File: src/rtl/wb_cmd_master.sv
// Wishbone classic-cycle initiator: one bus cycle per valid/ready command,
// response returned on a valid/ready port, with ACK timeout and saturating error count.
module wb_cmd_master #(
    parameter int                   ADDRWIDTH        = 7,
    parameter int                   DATAWIDTH        = 32,
    parameter int                   TIMEOUT_CYCLES   = 16,
    parameter logic [DATAWIDTH-1:0] TIMEOUT_RD_VALUE = 32'hDEAD_DEAD
) (
    input  logic                 WBs_CLK_i,
    input  logic                 WBs_RST_i,

    input  logic                 CMD_VALID_i,
    output logic                 CMD_READY_o,
    input  logic [ADDRWIDTH-1:0] CMD_ADR_i,
    input  logic                 CMD_WE_i,
    input  logic [3:0]           CMD_BYTE_STB_i,
    input  logic [DATAWIDTH-1:0] CMD_DAT_i,

    output logic                 RSP_VALID_o,
    input  logic                 RSP_READY_i,
    output logic [DATAWIDTH-1:0] RSP_DAT_o,
    output logic                 RSP_TIMEOUT_o,

    output logic [ADDRWIDTH-1:0] WBm_ADR_o,
    output logic                 WBm_CYC_o,
    output logic                 WBm_STB_o,
    output logic                 WBm_WE_o,
    output logic [3:0]           WBm_BYTE_STB_o,
    output logic [DATAWIDTH-1:0] WBm_DAT_o,
    input  logic [DATAWIDTH-1:0] WBm_DAT_i,
    input  logic                 WBm_ACK_i,

    output logic [7:0]           Err_Cnt_o
);

    // state | meaning
    // IDLE  | ready for a command, bus idle
    // BUS   | Wishbone cycle in flight, waiting for ACK or timeout
    // RESP  | response presented, waiting for consumer handshake
    typedef enum logic [1:0] {IDLE, BUS, RESP} state_t;

    localparam logic [7:0] TO_LAST = 8'(TIMEOUT_CYCLES - 1);

    state_t     state;
    logic [7:0] to_cnt;

    assign CMD_READY_o = (state == IDLE);

    always_ff @(posedge WBs_CLK_i) begin
        if (WBs_RST_i) begin
            state          <= IDLE;
            to_cnt         <= '0;
            WBm_CYC_o      <= 1'b0;
            WBm_STB_o      <= 1'b0;
            WBm_ADR_o      <= '0;
            WBm_WE_o       <= 1'b0;
            WBm_BYTE_STB_o <= '0;
            WBm_DAT_o      <= '0;
            RSP_VALID_o    <= 1'b0;
            RSP_DAT_o      <= '0;
            RSP_TIMEOUT_o  <= 1'b0;
            Err_Cnt_o      <= '0;
        end else begin
            case (state)
                IDLE: begin
                    if (CMD_VALID_i) begin
                        WBm_ADR_o      <= CMD_ADR_i;
                        WBm_WE_o       <= CMD_WE_i;
                        WBm_BYTE_STB_o <= CMD_BYTE_STB_i;
                        WBm_DAT_o      <= CMD_DAT_i;
                        WBm_CYC_o      <= 1'b1;
                        WBm_STB_o      <= 1'b1;
                        to_cnt         <= '0;
                        state          <= BUS;
                    end
                end
                BUS: begin
                    // ACK takes priority over a timeout landing on the same cycle
                    if (WBm_ACK_i) begin
                        WBm_CYC_o     <= 1'b0;
                        WBm_STB_o     <= 1'b0;
                        RSP_VALID_o   <= 1'b1;
                        RSP_DAT_o     <= WBm_WE_o ? '0 : WBm_DAT_i;
                        RSP_TIMEOUT_o <= 1'b0;
                        state         <= RESP;
                    end else if (to_cnt == TO_LAST) begin
                        WBm_CYC_o     <= 1'b0;
                        WBm_STB_o     <= 1'b0;
                        RSP_VALID_o   <= 1'b1;
                        RSP_DAT_o     <= WBm_WE_o ? '0 : TIMEOUT_RD_VALUE;
                        RSP_TIMEOUT_o <= 1'b1;
                        if (Err_Cnt_o != 8'hFF) begin
                            Err_Cnt_o <= Err_Cnt_o + 8'd1;
                        end
                        state         <= RESP;
                    end else begin
                        to_cnt <= to_cnt + 8'd1;
                    end
                end
                RESP: begin
                    if (RSP_READY_i) begin
                        RSP_VALID_o <= 1'b0;
                        state       <= IDLE;
                    end
                end
                default: begin
                    state <= IDLE;
                end
            endcase
        end
    end

endmodule

File: config.mk
export PLATFORM = sky130hd
export DESIGN_NAME = wb_cmd_master
export DESIGN_NICKNAME = d
export VERILOG_FILES = /design/src/rtl/wb_cmd_master.sv
export SDC_FILE = /design/constraint.sdc
export NUM_CORES = 1
export LEC_CHECK = 0
export ABC_AREA = 1
export CAP_MARGIN = 20
export CORE_UTILIZATION = 42
export CTS_CLUSTER_DIAMETER = 40
export DETAILED_ROUTE_END_ITERATION = 8
export GPL_ROUTABILITY_DRIVEN = 0
export PLACE_DENSITY = 0.85
export SLEW_MARGIN = 5
export SYNTH_ARGS = -nofsm -noshare
export SYNTH_HDL_FRONTEND = slang
export SYNTH_SLANG_ARGS = --single-unit
export TNS_END_PERCENT = 1
File: constraint.sdc
create_clock -name WBs_CLK_i -period 1.7 [get_ports WBs_CLK_i]
set_input_delay 0.17 -clock WBs_CLK_i [delete_from_list [all_inputs] [get_ports WBs_CLK_i]]
set_output_delay 0.17 -clock WBs_CLK_i [all_outputs]
set_load 0.01 [all_outputs]
* Yosys cells after proc, flatten, opt, wreduce, memory -nomap -nowiden *
Index checks and enable logic that the tools add are counted.

word-level totals
  register bits after elaboration = 97
  output and inout port bits = 89
  logic and storage cells = 56

cells by class
  $add $sub $neg = 2
  equal/unequal tests = 9
  multiplexer cells = 22
  bitwise logic cells = 1
  reductions and logical operators = 11

operators by type and width
  cell                 number
  $mux 32              4
  $mux 8               3
  $add 8x1->8 const B  2
  $pmux 8 s2           1
  $reduce_and 3->1     3
  $eq 8x4->1 const B   1
  $mux 2               4
  $ne 2x2->1 const B   4
  $ne 8x8->1 const B   1
  $reduce_and 4->1     2
  $mux 1               7
  $pmux 2 s3           1
  $reduce_bool 2->1    3
  $pmux 1 s2           2
  $reduce_and 2->1     2
  $ne 3x3->1 const B   1
  $eq 2x1->1 const B   1
  $eq 2x2->1 const B   1
  $logic_not 2->1      1
  $not 1->1            1

* Longest topological paths before layout *
Gate-level depths: netlist of the first run.

  word-level depth = 4
  gate-level depth with buffers = 10
  depth with buffers taken out = 9

* Worst setup path after synthesis of the first run *
No wires, ideal clock.

  path type = register -> register
  start point = register to_cnt[0]
  end point = register RSP_DAT_o[18]
  library setup time = 116 ps
  arrival time = 1,290 ps
  setup slack = 294 ps
  stages on the path, launching flop included = 10
  buffers on the path = 1
  cells stage by stage = dfxtp_1 -> ha_1 -> nand3_2 -> nor2_4 -> nand2_2 -> nand2_4 -> inv_4 -> buf_6 -> nor2_1 -> nor2_1

between the ends
  cells in the longest elaborated chain, start to end = 3

ends and longest elaborated chain
  what                                line  RTL
  from (decl)                         45    logic [7:0] to_cnt;
  from (signal assigned)              97    to_cnt <= to_cnt + 8'd1;
  $eq 8x4->1                          86    end else if (to_cnt == TO_LAST) begin
  $reduce_bool 2->1 (no source line)  -
  $reduce_and 2->1 (no source line)   -
  to (signal assigned)                83    RSP_DAT_o <= WBm_WE_o ? '0 : WBm_DAT_i;
  to (signal assigned)                90    RSP_DAT_o <= WBm_WE_o ? '0 : TIMEOUT_RD_VALUE;
  to (decl)                           21    output logic [DATAWIDTH-1:0] RSP_DAT_o,

Every way passes these cells.
A chain may end at the register's enable or synchronous reset.

* Worst setup path in the final report of the first run *
  start point = register to_cnt[0]
  end point = register RSP_DAT_o[27]

Same word-level chain as after synthesis.

==> results of run 1 <==
worst max-delay path: stages (launching register included):
cell	delay, ps
dfxtp_1	390
ha_2	230
nand3_2	130
nor2_4	180
nand2_2	80
nand2_4	90
inv_4	150
nor2_1	150
nor2_1	70
report_power, final:
group          leakage [uW]  switching (uW)  total, uW  internal, uW
sequential         0.000796            73.9       2490          2420
clock              0.000129             764       1920          1160
combinational       0.00145             457       1000           545
total               0.00237            1300       5420          4120
sequential cells by signal, summed over array words and instances, names as in the netlist:
register and count:
WBm_DAT_o 32, RSP_DAT_o 32, WBm_BYTE_STB_o 4, WBm_WE_o 1, Err_Cnt_o 8, RSP_TIMEOUT_o 1, WBm_STB_o 1, to_cnt 8
RSP_VALID_o 1, WBm_ADR_o 7, state 2
area by class of cell:
class / count / area [sq um]
flip-flops and latches: 97 / 1940
repair buffers: 177 / 1800
fillers: 751 / 2930
well taps: 108 / 135
clock inverters: 5 / 128
multi-input cells: 393 / 1730
inverters: 23 / 88.8
clock buffers: 10 / 138
synthesized netlist by cell type:
library cell  count  share of area
clkbuf_1         18          0.017
nand2_2           6         0.0096
a21oi_2           1         0.0022
ha_1              2         0.0064
a21o_1            1         0.0019
nand4_1           1         0.0016
buf_2             5         0.0064
buf_4             2         0.0038
nand3_1          13          0.017
nand3b_1          1         0.0019
nor2_4            2         0.0057
inv_4             1         0.0016
o21ai_0          71          0.091
or2_2             1         0.0016
xnor2_1           2         0.0045
nor2_1          193           0.18
o21ai_2           1         0.0022
a21oi_1          27          0.034
nand3_2           1         0.0026
buf_6             6          0.017
nand2_4           1         0.0029
inv_1            20          0.019
clkinv_1          1        0.00096
inv_2             1        0.00096
nor2_2            4         0.0064
nand2_1          64          0.061
dfxtp_1          97           0.50
final timing paths:
kind / from / endpoint / cells past startpoint
setup / recovery: to_cnt[0] / RSP_DAT_o[27] / 8
hold reg to reg: RSP_DAT_o[29] / RSP_DAT_o[29] / 2
setup reg to reg: to_cnt[0] / RSP_DAT_o[27] / 8
hold / removal: WBm_DAT_i[8] / RSP_DAT_o[8] / 3
what timing repair did:
item                                    in CTS  in global routing
endpoints found under the setup margin       0                 11
hold endpoints to repair                     0                  0
gates resized for setup                      0                  2
routing by layer:
metal,part of all wire,vias to the layer above,track usage
met3,0.084,14,0.0553
li1,-,2023,-
met4,0.012,0,0.0643
met5,0,-,0
met1,0.42,1843,0.245
met2,0.49,151,0.408
cells by family (layout without fill, tap and decap cells):
family	count (synthesis)	count (layout)	share of synthesized area
simple gates	287	288	0.295
compound gates	101	101	0.132
fa+ha+maj	2	2	0.00638
flops	97	97	0.495
xor+xnor	2	2	0.00447
buf+inv	54	215	0.0673
stage by stage:
stage                     cells   util  TNS (ps)  setup WS [ps]  hold slack [ps]
after floorplan             543      -         0            294              239
after global placement      797  0.639         0           85.9              447
after detailed placement    797  0.639         0           26.1              453
after CTS                   812  0.669         0           10.1              365
after global routing        813  0.670     -15.0          -15.0              377
final                       813  0.670         0            108              380
==> flow_summary.json, run 1 <==
{
  "status": "completed",
  "path_clk_slew_ps": 90,
  "final_common_cell": "nor2_1",
  "drv_cap": 0,
  "synth.avg_cell_area_sq_um": 7.22,
  "hp-class": "input pin to flip-flop",
  "rows": 34,
  "ys_seq_elements": 97,
  "wl_per_cell_um": 13.2,
  "ctsHoldBuffers": 0,
  "layout_common_cells": "193 x nor2_1, 169 x clkdlybuf4s50_1, 97 x dfxtp_1, 71 x o21ai_0, 64 x nand2_1",
  "clock-root-buffer": "clkbuf_8",
  "clock_latency_ps": 350,
  "setup_viol": 0,
  "clk_path_buf_depth": 2,
  "arrival_ps": 1830,
  "fin_crit_sh": 0.936,
  "cts_inserted_buffers": 9,
  "port_buffers": 169,
  "power_density_nw_per_um2": 909,
  "floorplan.die_area_sq_um": 9720,
  "dp_hpwl_mm": 7.48,
  "yosysUniqueCellTypes": 27,
  "yosysWarnings": 0,
  "crit_path_start_kind": "flip-flop",
  "syn_area_sq_um": 3920,
  "drt_iter0_markers": 118,
  "clock-sinks": 97,
  "crit_fanout": 36,
  "tightest_slew_ps": 384,
  "grt_pass1_vias": 3803,
  "slew_viol_final": 0,
  "criticalPathCategory": "flip-flop to flip-flop",
  "crit_required_ps": 1940,
  "diodes": 0,
  "synthCells": 543,
  "fmax_mhz": 628,
  "wl_mm": 10.7,
  "ys_seq_area_frac": 0.495,
  "placedInstanceArea_sq_um": 5680,
  "ff2ff_setup_slack_ps": 110,
  "leakagePower_uw": 0.00237,
  "drt_first_pass_iters": 4,
  "nets": 784,
  "antenna_found_initial": 0,
  "fin_area_sq_um": 5960,
  "cts_tree": "done",
  "ios": 170,
  "vias_per_cell": 4.96,
  "die_y_um": 98.6,
  "grt.overflow.total": 0,
  "grt_max_degree": 76,
  "detail-route-antenna-nets": 0,
  "rsz0062_at_grt": "true",
  "core_sq_um": 8890,
  "drc_errors": 0,
  "drive_above_1_share": 0.0624,
  "postCtsSetupBuffers": 0,
  "hold_viol_final": 0,
  "fin_total_pwr_uw": 5420,
  "vdd_drop_max_uv": 517,
  "ctsHtreeMaxLevel": 3,
  "skew_ps": 8.64,
  "track_usage": 0.219,
  "slew_headroom": 0.744,
  "synth_fp_nets": 626,
  "grt_pass1_wl_mm": 17.4,
  "vias": 4031,
  "syn_to_final_growth_pct": 52.1,
  "end_kind": "flip-flop",
  "finalCriticalPeriod_ps": 1590,
  "start_util": 0.441,
  "fp.dieW_um": 98.6
}
Power figures use the tool's default switching activity.
==> inputs of run 2 (changes only) <==
SLEW_MARGIN = default   (was 5)
==> results of run 2 <==
Same layout as run 1: the final DEF is identical, and so are final timing and power.
